## config.mk

```make
export PLATFORM = sky130hd
export DESIGN_NAME = stream_buffer_fifo
export DESIGN_NICKNAME = d
export VERILOG_FILES = /design/src/rtl/stream_buffer_fifo_pkg.sv /design/src/rtl/stream_buffer_fifo_ptr.sv /design/src/rtl/stream_buffer_fifo.sv
export SDC_FILE = /design/constraint.sdc
export NUM_CORES = 1
export LEC_CHECK = 0
export ABC_AREA = 1
export CORE_MARGIN = 1
export CORE_UTILIZATION = 35
export DETAILED_ROUTE_END_ITERATION = 16
export HOLD_SLACK_MARGIN = 0.08
export MAX_ROUTING_LAYER = met4
export PLACE_DENSITY_LB_ADDON = 0.08
export SLEW_MARGIN = 20
export SYNTH_ARGS = -nofsm -noshare
export SYNTH_HDL_FRONTEND = slang
export SYNTH_SLANG_ARGS = --single-unit
export TNS_END_PERCENT = 20
```

## constraint.sdc

```tcl
create_clock -name clk -period 2.08 [get_ports clk]
set_input_delay 0.208 -clock clk [delete_from_list [all_inputs] [get_ports clk]]
set_output_delay 0.208 -clock clk [all_outputs]
set_load 0.05 [all_outputs]
```

## src/rtl/stream_buffer_fifo_pkg.sv

```systemverilog
// Shared constants and sizing helper for the stream buffer FIFO.
package stream_buffer_fifo_pkg;

    localparam logic RESET_ACTIVE = 1'b0;

    function automatic int clog2(input int v);
        int r;
        r = 0;
        for (int i = 0; i < 31; i++)
            if ((1 << r) < v) r = r + 1;
        return r;
    endfunction

    localparam int DEF_DEPTH = 4;
    localparam int PTR_W     = clog2(DEF_DEPTH);
    localparam int CNT_W     = PTR_W + 1;

endpackage

```

## src/rtl/stream_buffer_fifo_ptr.sv

```systemverilog
// Wrapping read/write pointer; wrap is implicit from the power-of-two range.
module buf_ptr_ctr
    import stream_buffer_fifo_pkg::*;
#(
    parameter int W = 2
) (
    input  logic         clk,
    input  logic         reset,
    input  logic         inc_i,
    output logic [W-1:0] ptr_o
);

    logic [W-1:0] ptr_q, ptr_d;

    always_comb begin
        ptr_d = ptr_q;
        if (inc_i) ptr_d = ptr_q + W'(1);
    end

    always_ff @(posedge clk) begin
        if (reset == RESET_ACTIVE) ptr_q <= '0;
        else                       ptr_q <= ptr_d;
    end

    assign ptr_o = ptr_q;

endmodule

```

## src/rtl/stream_buffer_fifo.sv

```systemverilog
// First-word-fall-through valid/ready FIFO with occupancy, almost-full and sticky overflow.
module stream_buffer_fifo
    import stream_buffer_fifo_pkg::*;
#(
    parameter int WIDTH    = 8,
    parameter int DEPTH    = 4,
    parameter int AF_LEVEL = 3
) (
    input  logic                    clk,
    input  logic                    reset,
    input  logic                    s_valid,
    output logic                    s_ready,
    input  logic [WIDTH-1:0]        s_data,
    output logic                    m_valid,
    input  logic                    m_ready,
    output logic [WIDTH-1:0]        m_data,
    output logic [clog2(DEPTH):0]   count,
    output logic                    almost_full,
    output logic                    ovf_err
);

    localparam int PW = clog2(DEPTH);
    localparam int CW = PW + 1;

    logic [WIDTH-1:0] mem [DEPTH];
    logic [PW-1:0]    wr_ptr, rd_ptr;
    logic [CW-1:0]    count_q, count_d;
    logic             af_q, af_d;
    logic             ovf_q, ovf_d;
    logic             full, push, pop;

    assign full    = (count_q == CW'(DEPTH));
    // s_ready looks only at registered count, so a pop never frees a slot in the same cycle
    assign s_ready = (reset != RESET_ACTIVE) && !full;
    assign m_valid = (count_q != '0);
    assign m_data  = mem[rd_ptr];
    assign push    = s_valid & s_ready;
    assign pop     = m_valid & m_ready;

    buf_ptr_ctr #(.W(PW)) u_wr_ptr (.clk(clk), .reset(reset), .inc_i(push), .ptr_o(wr_ptr));
    buf_ptr_ctr #(.W(PW)) u_rd_ptr (.clk(clk), .reset(reset), .inc_i(pop),  .ptr_o(rd_ptr));

    always_comb begin
        count_d = count_q;
        case ({push, pop})
            2'b10:   count_d = count_q + CW'(1);
            2'b01:   count_d = count_q - CW'(1);
            default: count_d = count_q;
        endcase
        af_d  = (count_d >= CW'(AF_LEVEL));
        ovf_d = ovf_q | (s_valid & full);
    end

    always_ff @(posedge clk) begin
        if (reset == RESET_ACTIVE) begin
            count_q <= '0;
            af_q    <= 1'b0;
            ovf_q   <= 1'b0;
        end else begin
            count_q <= count_d;
            af_q    <= af_d;
            ovf_q   <= ovf_d;
        end
    end

    always_ff @(posedge clk) begin
        if (push) mem[wr_ptr] <= s_data;
    end

    assign count       = count_q;
    assign almost_full = af_q;
    assign ovf_err     = ovf_q;

endmodule

```

==> results of run 1 <==
-- kinds of logic after synthesis --
kind of cell	after synthesis	share of synthesized area
AO/OA/AOI/OAI	31	0.0987
flip-flops	43	0.675
adder cells (fa/ha/maj)	6	0.0472
buffers and inverters	24	0.0544
AND/OR/NAND/NOR	51	0.124
-- timing repair --
action	4_1_cts	5_1_grt
hold buffers	0	0
gates resized for setup	0	1
endpoints found under the setup margin	0	2
-- sequential cells by signal (all words and copies together), names as in the netlist, named ones only --
name and count:
ovf_err 1, u_rd_ptr.ptr_o 2, mem 32, u_wr_ptr.ptr_o 2
count 3, almost_full 1
-- how the worst min path moves through the flow --
| stage | start | to | slack, ps | cells past startpoint |
|---|---|---|---|---|
| 4_1_cts | ovf_err | ovf_err | 460 | 2 |
| 3_5_place_dp | ovf_err | ovf_err | 440 | 2 |
| 2_1_floorplan | s_data[0] | mem[0][0] | 310 | 0 |
| 6_report | ovf_err | ovf_err | 460 | 2 |
| 5_1_grt | ovf_err | ovf_err | 490 | 2 |
| 3_3_place_gp | ovf_err | ovf_err | 440 | 2 |
-- layout make-up --
| type | instances | area, µm² | area share |
|---|---|---|---|
| clock inverters | 3 | 18.8 | 0.00839 |
| repair buffers | 33 | 315 | 0.141 |
| multi-input cells | 88 | 483 | 0.216 |
| inverters | 22 | 82.6 | 0.0369 |
| well taps | 67 | 83.8 | 0.0375 |
| flip-flops and latches | 43 | 1180 | 0.530 |
| clock buffers | 5 | 68.8 | 0.0308 |
-- metal layers --
metal,vias to the layer above,global-route usage
met4,0,0.0458
met2,26,0.253
met5,-,-
met3,2,0.0539
li1,607,-
met1,561,0.174
-- metrics by stage --
stage,util,hold slack [ps],setup slack [ps],power [mW]
floorplan,-,307,37.9,1.80
global placement,0.451,443,110,2.13
detailed placement,0.451,443,57.3,2.15
CTS,0.469,465,139,2.66
global route,0.471,491,41.2,2.79
finish,0.471,458,219,2.64
-- power breakdown --
part	switching (mW)	total, mW	leakage (nW)	internal [mW]
clock	0.277	0.511	0.0445	0.234
combinational	0.705	1.05	0.419	0.345
sequential	0.0780	1.08	0.382	1.00
total	1.06	2.64	0.845	1.58
-- placed cells by master, fill, tap and decap left out, types with 3 or more instances in the layout --
cell and instances:
buf_4 14, clkbuf_8 5, clkdlybuf4s50_1 17, dfxtp_1 8
dfxtp_2 3, edfxtp_1 32, ha_1 5, inv_1 17
inv_2 5, nand2_1 14, nand3_1 6, nor2_1 25
o21ai_0 13, o21ai_1 6, o22ai_1 8
-- worst min-delay path, stage by stage (launching register included) --
cell and delay (ps):
dfxtp_1 320, inv_1 50, a21oi_1 50
==> qor.txt, run 1 <==
Routed WL per cell = 12.9 µm
Warnings from Yosys = 0
Worst slew margin = 0.670
Final antenna diode count = 0
Avg Cell Area, Syn = 11.3 µm²
Area grow syn2layout = 27.9%
Slew Limit Fails = 0
Area share of the largest cell type after synthesis = 0.549
Post-Place Cell Area = 2140 µm²
Setup Viol. Count Final = 0
Netlist cell types = 20
Worst Skew = 5.04 ps
RR Endpoint = count[1]
PD cells = 1180 nW/µm²
Antenna Violating Nets Remaining = 0
Worst path max stage delay = 480 ps
Max VDD drop = 894 µV
Fin cells = 261
Met3 WL = 148 µm
EDFF count, synth = 32
Worst Hold Class = reg2reg
Highest routed layer = met4
WP depth = 10
DP Wirelength = 2360 µm
Gr usage total = 0.153
H-tree level count = 2
Top cell by count, worst path = inv_1
CP max-delay cell = fa_1
Setup CP Type = reg2reg
WP buf/inv = 3
GPL Wtd Cong = 0.801
Core area = 4750 µm²
Initial Util = 0.368
Final worst path period share = 0.895
Drt total wl = 3380 µm
I/O Buffers = 26
Cell area after synthesis = 1750 µm²
Clock net sink count = 43
Fillers = 462
CP top delay family = adder cells
Wire length on met1 = 1480 µm
Total gr overflow = 0
Final hold violations = 0
Ys flop type = edfxtp_1
CP cell instances = nor2_4, nand2_4, nand2_2, inv_2, ha_1, fa_1, inv_1, o21ai_0, inv_1, nor2_1
Post-synth net total = 173
Metal2 WL = 1730 µm
Share of cells above drive strength 1 = 0.196
Vias/cell = 4.58
Worst Tran Pin Value = 494 ps
FFs w/ async S/R, synth = 0
Worst EP required = 2310 ps
# DRC = 0
Leak Pwr = 0.845 nW
TNS Setup = 0 ps
Clock latency on the worst-skew pair = 290 ps
Design Area, Final = 2240 µm²
# rows = 25
Ranking of synthesized cells by area = edfxtp_1, dfxtp_1, nor2_1
Critical path arrival = 2090 ps
Unrepaired setup endpoints after global routing = no
Dpl cells = 253
Outcome = complete, no violations
Worst-path fanout max = 4
Via count = 1196
Final critical-path required period = 1860 ps
# nets final = 211
Die X = 72.7 µm
F_max = 0.537 GHz
Post-CTS Setup Bufs = 0
Die Area = 5280 µm²
Largest area contributor in the netlist = edfxtp_1
Clk slew on worst S/H paths = 80 ps
Critical Path Source = count[1]
Seq/Total Area, Yosys = 0.675
Worst R2R Path Depth = 10
Num CTS Buffers = 5
Die Ht = 72.7 µm
Flop2flop setup slack = 220 ps
CTS tree = built
Global-route wire length before repair = 5590 µm
Initial antenna violation count = 0
Max_cap viols = 0
Crit path to = count[1]
Drt pass-1 iters = 4
CP endpoint kind = flip-flop
R2R Path Start = count[1]
Vias in the first global route = 1155
Most frequent cell after synthesis = edfxtp_1
Synthesis-stage register bit count = 43
Cell count after synthesis = 155
Crit start category = flip-flop
Initial drt markers = 33
Largest net degree at the start of global routing = 17
CTS root buf = clkbuf_8
Commonest cells in the netlist = edfxtp_1, nor2_1, inv_1
IO Pins = 27
Clock buffer depth = 2
No activity file was read; power rests on OpenSTA's default activity.
==> inputs of run 2 (changes only) <==
==> constraint.sdc (replaced) <==
create_clock -name clk -period 1.7 [get_ports clk]
set_input_delay 0.17 -clock clk [delete_from_list [all_inputs] [get_ports clk]]
set_output_delay 0.17 -clock clk [all_outputs]
set_load 0.05 [all_outputs]
==> run 2 against run 1 <==
  * The run now ends with negative setup slack left
  * Critical path depth is the same
  * First-iteration DRC count grew 64%
  * Clock-buffer cell count grew 1
  * Cell count grew 4.2%
  * Sequential power grew 21%
  * Design area grew 8.7%
  * Clock power grew 58%
  * Core utilization grew 4.1 points
  * Non-clock buffer count grew 11
  * Register-to-register slack lost 250 ps
  * Via count grew 6.1%
==> qor.txt, run 2 (same netlist as run 1, synthesis figures left out) <==
Drt total wl = 3690 µm (+9.3%)
Setup CP Type = reg2reg
Initial antenna violation count = 0 (unchanged)
# rows = 25 (unchanged)
IO Pins = 27 (unchanged)
CTS tree = built
Final worst path period share = 1.02 (+0.121)
Global-route wire length before repair = 5810 µm (+3.9%)
Wire length on met1 = 1700 µm (+15%)
Metal2 WL = 1820 µm (+5.4%)
Worst path max stage delay = 520 ps (+40 ps)
Flop2flop setup slack = -30 ps (-250 ps)
Routed WL per cell = 13.6 µm (+4.8%)
Leak Pwr = 0.953 nW (+13%)
Setup slack after layout = -26.6 ps (-246 ps)
Max_cap viols = 0 (unchanged)
Setup Viol. Count Final = 1 (+1)
I/O Buffers = 26 (unchanged)
DP Wirelength = 2750 µm (+17%)
Initial drt markers = 54 (+64%)
CP cell instances = nor2_4, nand2_4, nand2_4, inv_4, ha_4, fa_2, inv_2, o21ai_2, inv_1, nor2_1
Unrepaired setup endpoints after global routing = yes
H-tree level count = 2 (unchanged)
Clock buffer depth = 2 (unchanged)
Number of flip-flops under the largest register name = 32 (unchanged)
R2R Path Start = count[1]
Worst-path fanout max = 3 (-1)
Critical path arrival = 1950 ps (-140 ps)
TNS Setup = -26.6 ps (-26.6 ps)
Max VDD drop = 702 µV (-21%)
Final hold violations = 0 (unchanged)
Setup WS pre-CTS = -187 ps (-245 ps)
Share of cells above drive strength 1 = 0.293 (+0.0968)
Outcome = finished with violations
Clock net sink count = 43 (unchanged)
Via count = 1269 (+6.1%)
F_max = 0.579 GHz (+7.8%)
Violated checks = negative setup slack
RR Endpoint = count[1]
Worst R2R Path Depth = 10 (unchanged)
Clock latency on the worst-skew pair = 290 ps (about the same)
CP endpoint kind = flip-flop
Most common cell after layout, fill and taps aside = edfxtp_1
Worst slew margin = 0.664 (-0.00579)
Largest Register = mem
Num CTS Buffers = 5 (unchanged)
CTS root buf = clkbuf_8
Worst Skew = 5.01 ps (-0.0367 ps)
Vias in the first global route = 1219 (+5.5%)
Worst Tran Pin Value = 503 ps (+8.66 ps)
Met3 WL = 121 µm (-18%)
Crit path to = count[1]
Vias/cell = 4.67 (+1.8%)
Antenna Violating Nets Remaining = 0 (unchanged)
CP max-delay cell = fa_2
Drt pass-1 iters = 4 (unchanged)
Initial Util = 0.368 (unchanged)
Critical Path Source = count[1]
Hold Buf Count CTS = 0 (unchanged)
GPL Wtd Cong = 0.797 (-0.54%)
Die X = 72.7 µm (unchanged)
Gr usage total = 0.157 (+0.00373)
Slew Limit Fails = 0 (unchanged)
Top cell by count, worst path = nand2_4
Largest net degree at the start of global routing = 17 (unchanged)
Clk slew on worst S/H paths = 80 ps (about the same)
Die Ht = 72.7 µm (unchanged)
Commonest cells after routing, fill and taps aside = edfxtp_1, nor2_1, buf_4
Worst EP required = 1920 ps (-390 ps)
Total gr overflow = 0 (unchanged)
Core area = 4750 µm² (unchanged)
Worst Hold Class = reg2reg
# nets final = 222 (+5.2%)
Highest routed layer = met4
PD cells = 1530 nW/µm² (+30%)
Area grow syn2layout = 39.0%
Final antenna diode count = 0 (unchanged)
Worst Hold Launch = ovf_err
Die Area = 5280 µm² (unchanged)
Final critical-path required period = 1730 ps (-134 ps)
# DRC = 0 (unchanged)
Crit start category = flip-flop
## run 2: changes by cell type in the layout (fill, tap and decap cells not counted), sizes merged
| cell | previous run | this run |
|---|---|---|
| buf | 16 | 30 |
| bufinv | 0 | 1 |
| clkbuf | 5 | 6 |
| clkdlybuf4s50 | 17 | 13 |
| clkinvlp | 1 | 0 |
| dlygate4sd2 | 0 | 1 |
| inv | 23 | 22 |
## run 2: critical path, delay by kind of cell (launching register included)
| kind | cells | cell delay [ps] |
|---|---|---|
| compound gates | 1 | 110 |
| flops | 1 | 360 |
| buf+inv | 3 | 120 |
| simple gates | 4 | 380 |
| fa+ha+maj | 2 | 680 |
## run 2: final cells by class
cell class	count	area, µm²
clock buffers	6	82.6
well taps	67	83.8
repair buffers	44	439
flip-flops and latches	43	1190
fillers	449	2320
inverters	22	85.1
clock inverters	2	35.0
multi-input cells	88	513
## run 2: worst min path at each step
stage	to	slack, ps	depth (start not counted)
6_report	ovf_err	470	2
5_1_grt	ovf_err	500	2
4_1_cts	ovf_err	480	2
3_5_place_dp	ovf_err	470	2
3_3_place_gp	ovf_err	450	2
2_1_floorplan	mem[0][0]	270	0
## run 2: metrics by stage
stage | area [µm²] | hold WS (ps) | utilization | std cells | power, mW
floorplan | 1790 | 269 | - | 155 | 2.26
global placement | 2280 | 453 | 0.480 | 262 | 2.84
detailed placement | 2280 | 468 | 0.480 | 262 | 2.88
CTS | 2400 | 480 | 0.505 | 270 | 3.68
global route | 2430 | 499 | 0.511 | 272 | 3.89
finish | 2430 | 473 | 0.511 | 272 | 3.72
## run 2: power breakdown
group	leakage [nW]	switching (mW)	internal, mW
clock network	0.0612	0.334	0.475
logic	0.509	0.970	0.631
registers	0.383	0.0815	1.23
## run 2: timing repair
item	CTS	global route
setup buffers	0	2
resized for setup	3	6
pin swaps	0	7
endpoints found under the setup margin	12	8
## run 2: per-layer routing
metal	up-vias	GRT usage
met5	-	-
met4	0	0.0588
met3	4	0.0359
met2	19	0.249
met1	618	0.195
li1	628	-
==> inputs of run 3 (changes only) <==
==> constraint.sdc (replaced) <==
create_clock -name clk -period 1.8 [get_ports clk]
set_input_delay 0.18 -clock clk [delete_from_list [all_inputs] [get_ports clk]]
set_output_delay 0.18 -clock clk [all_outputs]
set_load 0.05 [all_outputs]
==> run 3 against run 2 <==
  * The flow now finishes without violations
  * Setup slack gained 62 ps
  * Global-route usage up 0.69 points
  * Core utilization down 0.74 points
  * Highest routed layer unchanged
  * Clock skew about the same
  * Cell count down 1.8%
  * Critical path type unchanged
  * First-iteration DRC count up 11%
==> qor.txt, run 3 (same netlist as run 1, synthesis figures left out) <==
Total gr overflow = 0 (unchanged)
Worst R2R Path Depth = 10 (unchanged)
Most common cell after layout, fill and taps aside = edfxtp_1
Drt total wl = 3620 µm (-2.0%)
Worst Tran Pin Value = 498 ps (-5.21 ps)
DP Wirelength = 2540 µm (-7.8%)
GPL Wtd Cong = 0.769 (-3.5%)
Max_cap viols = 0 (unchanged)
Number of flip-flops under the largest register name = 32 (unchanged)
Routed WL per cell = 13.6 µm (-0.14%)
PD cells = 1420 nW/µm² (-7.5%)
CP cell instances = nor2_4, nand2_4, nand2_4, inv_4, ha_4, fa_2, inv_2, o21ai_2, inv_1, nor2_1
Slew Limit Fails = 0 (unchanged)
Worst Hold Class = reg2reg
CTS tree = built
Pwr Total = 3.39 mW (-8.8%)
Final hold violations = 0 (unchanged)
Clk slew on worst S/H paths = 80 ps (about the same)
Crit start category = flip-flop
Final worst path period share = 0.980 (-0.0354)
Highest routed layer = met4
Core area = 4750 µm² (unchanged)
Clock buffer depth = 2 (unchanged)
Area grow syn2layout = 37.0%
Final critical-path required period = 1760 ps (+37.8 ps)
Worst path max stage delay = 520 ps (about the same)
Worst-path fanout max = 4 (+1)
Drt pass-1 iters = 4 (unchanged)
Design Area, Final = 2400 µm² (-1.4%)
Die Area = 5280 µm² (unchanged)
Initial drt markers = 60 (+11%)
Int Pwr = 2.07 mW (-11%)
CP endpoint kind = flip-flop
Part of the power in registers = 0.369 (+0.016)
Largest net degree at the start of global routing = 17 (unchanged)
# DRC = 0 (unchanged)
Metal2 WL = 1770 µm (-2.8%)
F_max = 0.567 GHz (-2.1%)
Die Ht = 72.7 µm (unchanged)
Via count = 1235 (-2.7%)
Final antenna diode count = 0 (unchanged)
Gr usage total = 0.163 (+0.00691)
IO Pins = 27 (unchanged)
CP max-delay cell = fa_2
Initial antenna violation count = 0 (unchanged)
I/O Buffers = 26 (unchanged)
Clock Power Share = 0.176 (-0.041)
CTS root buf = clkbuf_8
Worst slew margin = 0.667 (+0.00348)
Antenna Violating Nets Remaining = 0 (unchanged)
Setup Viol. Count Final = 0 (-1)
Largest Register = mem
Vias/cell = 4.63 (-0.86%)
# nets final = 217 (-2.3%)
H-tree level count = 2 (unchanged)
Logic pwr share = 0.456 (+0.026)
Leak Pwr = 0.910 nW (-4.6%)
Clock latency on the worst-skew pair = 290 ps (about the same)
Die X = 72.7 µm (unchanged)
Initial Util = 0.368 (unchanged)
# rows = 25 (unchanged)
Wire length on met1 = 1660 µm (-2.0%)
Num CTS Buffers = 5 (unchanged)
Vias in the first global route = 1304 (+7.0%)
Met3 WL = 143 µm (+18%)
Outcome = complete, no violations
Final Util = 0.504 (-0.00737)
Unrepaired setup endpoints after global routing = yes
Post-Place Cell Area = 2270 µm² (-0.66%)
Hold Path Cell Cnt = 2 (unchanged)
Global-route wire length before repair = 6090 µm (+4.9%)
Net Sw Frac = 0.390 (+0.0181)
Commonest cells after routing, fill and taps aside = edfxtp_1, nor2_1, clkdlybuf4s50_1
Worst EP required = 2030 ps (+110 ps)
Worst Skew = 4.58 ps (-0.426 ps)
Top cell by count, worst path = nand2_4
Clock net sink count = 43 (unchanged)
Critical path arrival = 1990 ps (+40 ps)
Max VDD drop = 757 µV (+7.8%)
Share of cells above drive strength 1 = 0.260 (-0.0327)
Dpl cells = 256 (-2.3%)
Fin cells = 267 (-1.8%)
Hold Buf Count CTS = 0 (unchanged)
Setup CP Type = reg2reg
Fillers = 444 (-1.1%)
Net Sw Power = 1.32 mW (-4.4%)
[run 3: worst paths after layout]
path              startpoint       end  slack [ps]
setup / recovery    count[0]  count[1]          40
hold / removal       ovf_err   ovf_err         460
setup reg to reg    count[0]  count[1]          40
hold reg to reg      ovf_err   ovf_err         460
[run 3: per-layer routing]
layer  GRT usage  vias up
met3      0.0470        5
met5           -        -
met4      0.0479        0
met1       0.198      593
met2       0.266       21
li1            -      616
[run 3: per-stage QoR]
stage | setup WS (ps) | hold WS, ps | TNS, ps
after global placement | -64.6 | 451 | -169
final | 35.6 | 456 | 0
after floorplan | -52.9 | 279 | -126
after detailed placement | -113 | 447 | -304
after global routing | -50.3 | 477 | -78.1
after CTS | -7.62 | 461 | -7.62
[run 3: critical path, delay by kind of cell (launching register included)]
family | cells | cell delay, ps
AOI/OAI and AO/OA | 1 | 120
and+or+nand+nor | 4 | 400
DFF | 1 | 370
buffers and inverters | 3 | 130
adders and majority gates | 2 | 680
[run 3: cell type report]
type	count	area, µm²	share of cell area
sequential	43	1190	0.497
multi-input combinational	88	518	0.216
timing repair buffer	39	433	0.181
inverter	22	85.1	0.0355
tap	67	83.8	0.0350
clock buffer	6	72.6	0.0303
clock inverter	2	12.5	0.00522
[run 3: what timing repair did]
item | in CTS | in global routing
setup buffers | 0 | 3
pin swaps | 1 | 6
setup endpoints to repair | 3 | 8
gates resized for setup | 1 | 7
[run 3: power by group through the flow]
stage | clock network, mW | logic [mW] | registers [mW]
3_5_place_dp | 0 | 1.44 | 1.27
3_3_place_gp | 0 | 1.42 | 1.27
6_report | 0.596 | 1.55 | 1.25
4_1_cts | 0.616 | 1.45 | 1.25
2_1_floorplan | 0 | 0.765 | 1.37
5_1_grt | 0.661 | 1.66 | 1.26
